$ cat config.mk
export PLATFORM = sky130hd
export DESIGN_NAME = pipe_hazard_ctrl_flat
export DESIGN_NICKNAME = d
export VERILOG_FILES = /design/src/rtl/pipe_hazard_ctrl_if.sv /design/src/rtl/pipe_hazard_ctrl.sv /design/src/flat_wrapper.sv
export SDC_FILE = /design/constraint.sdc
export NUM_CORES = 1
export LEC_CHECK = 0
export BUFFER_PORTS_ARGS = -buffer_cell sky130_fd_sc_hd__clkbuf_2
export CAP_MARGIN = 20
export CORE_MARGIN = 4
export CORE_UTILIZATION = 50
export DETAILED_ROUTE_END_ITERATION = 6
export PLACE_DENSITY_LB_ADDON = 0.15
export SYNTH_ARGS = -nofsm -noshare
export SYNTH_HDL_FRONTEND = slang
export SYNTH_SLANG_ARGS = --single-unit
$ cat constraint.sdc
create_clock -name clk -period 2.3 [get_ports clk]
set_clock_uncertainty 0.15 [all_clocks]
set_input_delay 0.575 -clock clk [delete_from_list [all_inputs] [get_ports clk]]
set_output_delay 0.575 -clock clk [all_outputs]
set_load 0.01 [all_outputs]
$ cat src/rtl/pipe_hazard_ctrl_if.sv
// Hazard-controller signal bundle between pipeline datapath and sequencer.
// master = pipeline side, slave = pipe_hazard_ctrl.
interface pipe_hazard_ctrl_if;
  logic       if_req;
  logic       if_ack;
  logic [4:0] id_rs1;
  logic [4:0] id_rs2;
  logic       id_rs1_used;
  logic       id_rs2_used;
  logic       ex_is_load;
  logic [4:0] ex_rd;
  logic       ex_mdu_req;
  logic       ex_mdu_div;
  logic       mem_req;
  logic       mem_ack;
  logic       mem_trap_req;
  logic       stall_if;
  logic       stall_id;
  logic       stall_ex;
  logic       stall_mem;
  logic       trap;
  logic       mdu_done;
  logic       mem_bus_err;
  logic       if_drop;

  modport master (
    output if_req, if_ack,
    output id_rs1, id_rs2, id_rs1_used, id_rs2_used,
    output ex_is_load, ex_rd, ex_mdu_req, ex_mdu_div,
    output mem_req, mem_ack, mem_trap_req,
    input  stall_if, stall_id, stall_ex, stall_mem,
    input  trap, mdu_done, mem_bus_err, if_drop
  );

  modport slave (
    input  if_req, if_ack,
    input  id_rs1, id_rs2, id_rs1_used, id_rs2_used,
    input  ex_is_load, ex_rd, ex_mdu_req, ex_mdu_div,
    input  mem_req, mem_ack, mem_trap_req,
    output stall_if, stall_id, stall_ex, stall_mem,
    output trap, mdu_done, mem_bus_err, if_drop
  );
endinterface

$ cat src/rtl/pipe_hazard_ctrl.sv
// Stall/flush sequencer for the 5-stage pipeline: MDU latency, data-bus
// waits with timeout, load-use interlock and trap flush with fetch discard.
module pipe_hazard_ctrl #(
  parameter int unsigned MUL_LAT     = 2,
  parameter int unsigned DIV_LAT     = 33,
  parameter int unsigned BUS_TIMEOUT = 255
) (
  input  logic              clk,
  input  logic              rst,
  pipe_hazard_ctrl_if.slave hz
);

  localparam int unsigned MAX_LAT = (MUL_LAT > DIV_LAT) ? MUL_LAT : DIV_LAT;
  localparam int unsigned CW = $clog2(MAX_LAT + 1);
  localparam int unsigned TW = $clog2(BUS_TIMEOUT + 1);
  localparam logic [CW-1:0] MUL_M1 = CW'(MUL_LAT - 1);
  localparam logic [CW-1:0] DIV_M1 = CW'(DIV_LAT - 1);
  localparam logic [TW-1:0] T_MAX  = TW'(BUS_TIMEOUT);

  typedef enum logic [1:0] {
    M_IDLE,
    M_BUSY,
    M_DONE
  } mdu_st_e;

  typedef enum logic {
    B_IDLE,
    B_WAIT
  } bus_st_e;

  mdu_st_e       mdu_st_q, mdu_st_d;
  logic [CW-1:0] cnt_q, cnt_d;
  bus_st_e       bus_st_q, bus_st_d;
  logic [TW-1:0] tcnt_q, tcnt_d;
  logic          flag_q, flag_d;

  logic          mdu_busy;
  logic          mdu_done;
  logic          mem_bus_err;
  logic          mem_wait;
  logic          load_use;
  logic          trap;
  logic [CW-1:0] lat_m1;
  logic          rs1_hit;
  logic          rs2_hit;

  assign lat_m1 = hz.ex_mdu_div ? DIV_M1 : MUL_M1;

  assign mem_wait = hz.mem_req & ~hz.mem_ack & ~mem_bus_err;
  assign trap     = hz.mem_trap_req & ~mem_wait;

  assign rs1_hit  = hz.id_rs1_used & (hz.id_rs1 == hz.ex_rd);
  assign rs2_hit  = hz.id_rs2_used & (hz.id_rs2 == hz.ex_rd);
  assign load_use = hz.ex_is_load & (hz.ex_rd != 5'd0)
                  & (rs1_hit | rs2_hit);

  // MDU sequencer; leaving M_DONE only needs MEM to accept (mdu_busy=0 there)
  always_comb begin
    mdu_st_d = mdu_st_q;
    cnt_d    = cnt_q;
    mdu_busy = 1'b0;
    mdu_done = 1'b0;
    unique case (mdu_st_q)
      M_IDLE: begin
        if (hz.ex_mdu_req) begin
          mdu_busy = 1'b1;
          cnt_d    = lat_m1;
          mdu_st_d = (lat_m1 == '0) ? M_DONE : M_BUSY;
        end
      end
      M_BUSY: begin
        mdu_busy = 1'b1;
        cnt_d    = cnt_q - CW'(1);
        if (cnt_q == CW'(1)) mdu_st_d = M_DONE;
      end
      M_DONE: begin
        mdu_done = 1'b1;
        if (!mem_wait) mdu_st_d = M_IDLE;
      end
      default: mdu_st_d = M_IDLE;
    endcase
    if (trap) begin
      mdu_st_d = M_IDLE;
      cnt_d    = '0;
    end
  end

  always_comb begin
    bus_st_d    = bus_st_q;
    tcnt_d      = tcnt_q;
    mem_bus_err = 1'b0;
    unique case (bus_st_q)
      B_IDLE: begin
        if (hz.mem_req && !hz.mem_ack) begin
          bus_st_d = B_WAIT;
          tcnt_d   = TW'(1);
        end
      end
      B_WAIT: begin
        if (hz.mem_ack || !hz.mem_req) begin
          bus_st_d = B_IDLE;
          tcnt_d   = '0;
        end else if (tcnt_q == T_MAX) begin
          mem_bus_err = 1'b1;
          bus_st_d    = B_IDLE;
          tcnt_d      = '0;
        end else begin
          tcnt_d = tcnt_q + TW'(1);
        end
      end
      default: bus_st_d = B_IDLE;
    endcase
  end

  // A fetch still outstanding at trap time returns stale data later
  always_comb begin
    flag_d = flag_q;
    if (trap && hz.if_req && !hz.if_ack) flag_d = 1'b1;
    else if (hz.if_ack)                  flag_d = 1'b0;
  end

  always_ff @(posedge clk) begin
    if (rst) begin
      mdu_st_q <= M_IDLE;
      cnt_q    <= '0;
      bus_st_q <= B_IDLE;
      tcnt_q   <= '0;
      flag_q   <= 1'b0;
    end else begin
      mdu_st_q <= mdu_st_d;
      cnt_q    <= cnt_d;
      bus_st_q <= bus_st_d;
      tcnt_q   <= tcnt_d;
      flag_q   <= flag_d;
    end
  end

  assign hz.stall_mem = ~trap & mem_wait;
  assign hz.stall_ex  = hz.stall_mem | (~trap & mdu_busy);
  assign hz.stall_id  = hz.stall_ex | (~trap & load_use);
  assign hz.stall_if  = hz.stall_id
                      | (~trap & ((hz.if_req & ~hz.if_ack) | flag_q));
  assign hz.trap        = trap;
  assign hz.mdu_done    = mdu_done;
  assign hz.mem_bus_err = mem_bus_err;
  assign hz.if_drop     = flag_q & hz.if_ack;

endmodule

$ cat src/flat_wrapper.sv
// flat-port wrapper written by rule: the top's interface ports become plain ports
module pipe_hazard_ctrl_flat 
#(
  parameter int unsigned MUL_LAT     = 2,
  parameter int unsigned DIV_LAT     = 33,
  parameter int unsigned BUS_TIMEOUT = 255
)
  (clk, rst, hz_if_req, hz_if_ack, hz_id_rs1, hz_id_rs2, hz_id_rs1_used, hz_id_rs2_used, hz_ex_is_load, hz_ex_rd, hz_ex_mdu_req, hz_ex_mdu_div, hz_mem_req, hz_mem_ack, hz_mem_trap_req, hz_stall_if, hz_stall_id, hz_stall_ex, hz_stall_mem, hz_trap, hz_mdu_done, hz_mem_bus_err, hz_if_drop);
  pipe_hazard_ctrl_if hz_i ();
  input  logic clk;
  input  logic rst;
  input wire logic [$bits(hz_i.if_req)-1:0] hz_if_req;
  input wire logic [$bits(hz_i.if_ack)-1:0] hz_if_ack;
  input wire logic [$bits(hz_i.id_rs1)-1:0] hz_id_rs1;
  input wire logic [$bits(hz_i.id_rs2)-1:0] hz_id_rs2;
  input wire logic [$bits(hz_i.id_rs1_used)-1:0] hz_id_rs1_used;
  input wire logic [$bits(hz_i.id_rs2_used)-1:0] hz_id_rs2_used;
  input wire logic [$bits(hz_i.ex_is_load)-1:0] hz_ex_is_load;
  input wire logic [$bits(hz_i.ex_rd)-1:0] hz_ex_rd;
  input wire logic [$bits(hz_i.ex_mdu_req)-1:0] hz_ex_mdu_req;
  input wire logic [$bits(hz_i.ex_mdu_div)-1:0] hz_ex_mdu_div;
  input wire logic [$bits(hz_i.mem_req)-1:0] hz_mem_req;
  input wire logic [$bits(hz_i.mem_ack)-1:0] hz_mem_ack;
  input wire logic [$bits(hz_i.mem_trap_req)-1:0] hz_mem_trap_req;
  output wire logic [$bits(hz_i.stall_if)-1:0] hz_stall_if;
  output wire logic [$bits(hz_i.stall_id)-1:0] hz_stall_id;
  output wire logic [$bits(hz_i.stall_ex)-1:0] hz_stall_ex;
  output wire logic [$bits(hz_i.stall_mem)-1:0] hz_stall_mem;
  output wire logic [$bits(hz_i.trap)-1:0] hz_trap;
  output wire logic [$bits(hz_i.mdu_done)-1:0] hz_mdu_done;
  output wire logic [$bits(hz_i.mem_bus_err)-1:0] hz_mem_bus_err;
  output wire logic [$bits(hz_i.if_drop)-1:0] hz_if_drop;
  assign hz_i.if_req = hz_if_req;
  assign hz_i.if_ack = hz_if_ack;
  assign hz_i.id_rs1 = hz_id_rs1;
  assign hz_i.id_rs2 = hz_id_rs2;
  assign hz_i.id_rs1_used = hz_id_rs1_used;
  assign hz_i.id_rs2_used = hz_id_rs2_used;
  assign hz_i.ex_is_load = hz_ex_is_load;
  assign hz_i.ex_rd = hz_ex_rd;
  assign hz_i.ex_mdu_req = hz_ex_mdu_req;
  assign hz_i.ex_mdu_div = hz_ex_mdu_div;
  assign hz_i.mem_req = hz_mem_req;
  assign hz_i.mem_ack = hz_mem_ack;
  assign hz_i.mem_trap_req = hz_mem_trap_req;
  assign hz_stall_if = hz_i.stall_if;
  assign hz_stall_id = hz_i.stall_id;
  assign hz_stall_ex = hz_i.stall_ex;
  assign hz_stall_mem = hz_i.stall_mem;
  assign hz_trap = hz_i.trap;
  assign hz_mdu_done = hz_i.mdu_done;
  assign hz_mem_bus_err = hz_i.mem_bus_err;
  assign hz_if_drop = hz_i.if_drop;
  pipe_hazard_ctrl #(.MUL_LAT(MUL_LAT), .DIV_LAT(DIV_LAT), .BUS_TIMEOUT(BUS_TIMEOUT)) u_core (.clk(clk), .rst(rst), .hz(hz_i));
endmodule
==> impl_metrics.toml, run 1 <==
[clock_network]
cts_buffers = 3
cts_max_level = 1
cts_root_buf = "clkbuf_4"
cts.clk_slew.worst_paths_ns = 0.11
clock-sinks = 18
cts_tree = "yes"
clockBufferDepth = 2
clk_latency_ns = 0.29

[sta]
drv_slew = 0
max_freq_mhz = 410
worstMarginPinSlew_ns = 0.333
whs_ns = 0.309
setup_viol = 3
finalCritPeriodShare_pct = 106
rsz0062_at_grt = "true"
period_needed_ns = 2.44
setup_ws_ns = -0.139
max-slew-margin-rel_pct = 77.5
final_hold_viol_count = 0

[pwr]
powerDensity_mw_per_mm2 = 447
peakVddDrop_mv = 0.312
p_leak_nw = 0.665

[grt]
grt_pass1_wl_um = 4890
antenna_found_initial = 0
grt_use_total_pct = 18.7
grt_pass1_vias = 1148
grt_max_degree = 11
gr-total-overflow = 0

[floorplanning]
core-area_mm2 = 0.00221
die-area_mm2 = 0.00317
die_h_um = 56.3
start_util_pct = 52.7
num_rows = 17
die_w_um = 56.3
pin_count = 35

[worst_hold_path]
hp-class = "reg -> reg"

[setup_path]
cp.buffers_inverters = 2
path_max_fanout = 2
critPathLaunchType = "input pin"
crit_chain = "buf_6 -> or4_1 -> o21a_1 -> a31o_2 -> buf_6"
crit_arrival_ns = 1.71
cp.required_ns = 1.57
critical_path.top_delay_family = "simple AND/OR/NAND/NOR gates"
path_class = "in -> out"
cpMostUsedCell = "buf_6"
max_stage_delay_ns = 0.51
end_kind = "output port"
crit_path_top_delay_cell = "or4_1"

[route]
antenna_left = 0
wirelength_um = 2970
vias = 1258
wl_per_cell_um = 13.1
avgViaCountPerCell = 5.54
drt-initial-drc-count = 45
drc = 0
drtPass1Iterations = 4

[placed_design]
numPortBuffers = 34
dpl_cell_area_mm2 = 0.00143
dp_hpwl_um = 2280
place_congestion = 0.815

[logic_synthesis]
yosys.area.top_type = "dfxtp_1"
synth_edf_count = 0
synth_cells = 149
synth.avg_cell_area_um2 = 7.82
synth_nets = 179
yosys_warnings = 0
yosysSeqAreaShare_pct = 30.9
synth_top_area_share_pct = 30.9
synth_flop_cell = "dfxtp_1"
yosysUniqueCellTypes = 40
synth.area.top_cells = "dfxtp_1 (31%), xnor2_1 (8.3%), a21oi_1 (6.4%)"
syn_area_mm2 = 0.00116
ys_ff_latch = 18
synthArstFlopShare_pct = 0

[outcome]
violations = "negative setup slack"
status = "finished with violations"

[cells_and_area]
nets = 230
fin_area_mm2 = 0.00156
fillers = 190
drive_above_1_share_pct = 38.2
utilization_pct = 70.7
layout-area-overhead-vs-synth_pct = 34.3
multiInputGateArea_um2 = 758
num_antenna_cells = 0
regArea_um2 = 372

[flow_run]
maxCapViolations = 0
## timing repair
item,4_1_cts,5_1_grt
resized for setup,8,16
endpoints found under the setup margin,6,6
hold buffers,0,0
pin swaps,6,2
buffers inserted,2,2
## cell usage in the layout, fill, tap and decap left out, types with 3 or more instances in the layout
| cell type | netlist | layout |
|---|---|---|
| buf_6 | 1 | 5 |
| clkbuf_2 | 0 | 29 |
| nor3_1 | 4 | 3 |
| a21oi_1 | 15 | 14 |
| nor2b_1 | 4 | 4 |
| a22oi_1 | 4 | 4 |
| dfxtp_2 | 0 | 6 |
| xnor2_1 | 11 | 11 |
| inv_1 | 9 | 8 |
| buf_4 | 1 | 17 |
| dfxtp_1 | 18 | 11 |
| nor2_1 | 19 | 19 |
| o21ai_0 | 11 | 9 |
| nand3_1 | 3 | 3 |
| nand2_1 | 13 | 13 |
| clkbuf_4 | 0 | 3 |
## layout make-up
cell class                 instances  share of cell area (%)
inverter                           9                    2.16
clock buffer                       4                    2.32
sequential                        18                    23.8
tap                               28                    2.24
multi-input combinational        117                    48.5
timing repair buffer              51                    21.0
## where the power goes
| group | switching (mW) | total, mW | internal [mW] |
|---|---|---|---|
| logic | 0.0784 | 0.170 | 0.0912 |
| clock network | 0.103 | 0.200 | 0.0964 |
| registers | 0.0101 | 0.330 | 0.320 |
## logic make-up after synthesis
logic type	after synthesis	share of synthesized area (%)
and+or+nand+nor	62	28.3
AOI/OAI and AO/OA	39	21.1
DFF	18	30.9
buffers and inverters	14	6.34
xor gates and xnor gates	11	8.27
adders and majority gates	3	3.22
muxes	2	1.93
## worst paths after layout
kind / start / endpoint / slack (ns) / depth (start not counted)
setup / recovery: hz_ex_rd[3] / hz_stall_id / -0.14 / 5
hold / removal: u_core.tcnt_q[7]$_SDFFE_PP0P_ / u_core.tcnt_q[7]$_SDFFE_PP0P_ / 0.31 / 1
setup reg to reg: u_core.tcnt_q[1]$_SDFFE_PP0P_ / u_core.cnt_q[3]$_SDFFE_PP0P_ / 0.48 / 7
hold reg to reg: u_core.tcnt_q[7]$_SDFFE_PP0P_ / u_core.tcnt_q[7]$_SDFFE_PP0P_ / 0.31 / 1
## state kept, by name, summed over array words and instances (netlist names)
| signal | count |
|---|---|
| u_core.flag_q | 1 |
| u_core.mdu_st_q | 2 |
| u_core.cnt_q | 6 |
| u_core.bus_st_q | 1 |
| u_core.tcnt_q | 8 |
## Yosys cell counts (2+ instances only)
master     n
ha_1       3
nand4_1    2
nand3b_1   2
dfxtp_1   18
a22oi_1    4
and3_1     2
clkbuf_1   2
nand3_1    3
nor2_1    19
a31oi_1    2
nor2b_1    4
nand2_1   13
nor3_1     4
xnor2_1   11
a21oi_1   15
mux2_2     2
inv_1      9
or4_1      2
o21ai_0   11
## routing by layer
layer | vias up | global-route usage, % | wire, um
met2 | 52 | 31.4 | 1420
met5 | - | 0 | 0
met3 | 7 | 4.83 | 226
li1 | 625 | - | -
met1 | 574 | 22.9 | 1270
met4 | 0 | 6.78 | 54
## stage by stage
stage	setup TNS [ns]	cells	setup WS, ns	total power, mW
3_5_place_dp	-0.317	219	-0.166	0.491
6_report	-0.276	227	-0.139	0.699
4_1_cts	-0.319	225	-0.142	0.690
2_1_floorplan	0	149	0.0254	0.430
3_3_place_gp	-0.287	219	-0.155	0.485
5_1_grt	-0.530	227	-0.173	0.739
No activity file was read; power rests on OpenSTA's default activity.
==> run 2, diff against run 1 <==
REMOVE_ABC_BUFFERS = 1   (was default)
==> run 2 against run 1 <==
  * Register-to-register slack got worse by 0.10 ns
  * First-iteration DRC count decreased by 11%
  * The run still ends with negative setup slack left
  * Hold slack gained 0.0023 ns
  * Clock power about the same
  * Largest cell class unchanged
  * Global-route usage rose by 1.0 points
==> impl_metrics.toml, run 2 (synthesized netlist as in run 1, its figures left out) <==
[floorplanning]
pin_count = 35
die_h_um = 56.3
die_w_um = 56.3
start_util_pct = 52.7
num_rows = 17
die-area_mm2 = 0.00317
core-area_mm2 = 0.00221

[route]
avgViaCountPerCell = 5.38
drtPass1Iterations = 4
wl_per_cell_um = 13.3
wirelength_um = 3040
antenna_left = 0
drc = 0
drt-initial-drc-count = 40
vias = 1231

[placed_design]
dpl_worst_slack_ns = -0.176
place_inst = 222
dpl_cell_area_mm2 = 0.00145
numPortBuffers = 34
dp_hpwl_um = 2310
place_congestion = 0.808

[setup_path]
setup.worst_path.start = "hz_ex_rd[1]"
path_max_fanout = 2
end_kind = "output port"
ff2ff_setup_slack_ns = 0.38
worstSetupEndpoint = "hz_stall_id"
path_class = "in -> out"
critPathLaunchType = "input pin"
r2r_cells = 8
crit_arrival_ns = 1.71
cp.required_ns = 1.57
timing.rr.end = "u_core.mdu_st_q[0]$_SDFFE_PP0P_"
rr_startpoint = "u_core.tcnt_q[1]$_SDFFE_PP0P_"

[grt]
grt_max_degree = 11
grt_use_total_pct = 19.7
gr-total-overflow = 0
grt_pass1_vias = 1237
antenna_found_initial = 0
grt_pass1_wl_um = 5110

[sta]
worstMarginPinSlew_ns = 0.472
setup_ws_ns = -0.135
final_hold_viol_count = 0
finalSetupTns_ns = -0.272
drv_slew = 0
whs_ns = 0.312
finalCritPeriodShare_pct = 106
max_freq_mhz = 411
rsz0062_at_grt = "true"
max-slew-margin-rel_pct = 68.1
setup_viol = 3
period_needed_ns = 2.44

[cells_and_area]
fin_area_mm2 = 0.00160
fin_cells = 229
final_common_cell = "clkbuf_2"
num_antenna_cells = 0
layout-area-overhead-vs-synth_pct = 37.3
drive_above_1_share_pct = 40.3
nets = 232
fillers = 168
utilization_pct = 72.3
layout_common_cells = "clkbuf_2 (29), nor2_1 (19), buf_4 (18), a21oi_1 (14), dfxtp_1 (13)"
multiInputGateArea_um2 = 786
top_regs = "u_core.tcnt_q x8, u_core.cnt_q x6, u_core.mdu_st_q x2"
largest_register_ffs = 8
regArea_um2 = 367
regMostFlops = "u_core.tcnt_q"

[worst_hold_path]
hp-class = "in -> reg"

[flow_run]
maxCapViolations = 0

[clock_network]
clockBufferDepth = 2
cts_root_buf = "clkbuf_4"
clock-sinks = 18
cts.clk_slew.worst_paths_ns = 0.11
cts_tree = "yes"
clk_latency_ns = 0.29
cts_buffers = 3
cts_max_level = 1

[pwr]
p_leak_nw = 0.699
peakVddDrop_mv = 0.393
powerDensity_mw_per_mm2 = 441
power_uw = 705

[outcome]
status = "finished with violations"
violations = "negative setup slack"
## run 2: metal layers
layer	wire, um	up-vias	global-route usage [%]
met5	0	-	0
met2	1450	46	34.2
met1	1340	560	23.9
met3	228	2	4.83
li1	-	623	-
met4	14	0	5.76
## run 2: how the worst min path moves through the flow
stage          depth (start not counted)                             to  slack (ns)                          start
3_5_place_dp                           1  u_core.tcnt_q[7]$_SDFFE_PP0P_        0.31  u_core.tcnt_q[7]$_SDFFE_PP0P_
5_1_grt                                2     u_core.flag_q$_SDFFE_PP0P_        0.32                      hz_if_ack
6_report                               2     u_core.flag_q$_SDFFE_PP0P_        0.31                      hz_if_ack
4_1_cts                                2     u_core.flag_q$_SDFFE_PP0P_        0.31                      hz_if_ack
2_1_floorplan                          1  u_core.tcnt_q[7]$_SDFFE_PP0P_        0.29  u_core.tcnt_q[7]$_SDFFE_PP0P_
3_3_place_gp                           1  u_core.tcnt_q[7]$_SDFFE_PP0P_        0.31  u_core.tcnt_q[7]$_SDFFE_PP0P_
## run 2: area by class of cell
cell class	instances	area share, %
Tap cell	28	2.19
Sequential cell	18	22.9
Inverter	9	2.11
Multi-Input combinational cell	117	49.1
Clock buffer	4	2.27
Timing Repair Buffer	53	21.4
## run 2: worst max-delay path: stages
cell      delay (ns)
buf_6           0.09
or4_4           0.52
o21a_1          0.21
a31o_2          0.20
clkbuf_2        0.12
## run 2: power breakdown
group / switching (mW) / internal [mW] / leakage, nW
sequential: 0.00930 / 0.321 / 0.149
clock: 0.106 / 0.0964 / 0.0210
combinational: 0.0802 / 0.0922 / 0.529
total: 0.195 / 0.510 / 0.699
## run 2: repair_timing
item / 4_1_cts / 5_1_grt
gates resized for setup: 11 / 17
endpoints found under the setup margin: 6 / 6
cloned: 0 / 0
setup buffers: 2 / 1
hold endpoints to repair: 0 / 0
hold buffers: 0 / 0
pin swaps: 8 / 5
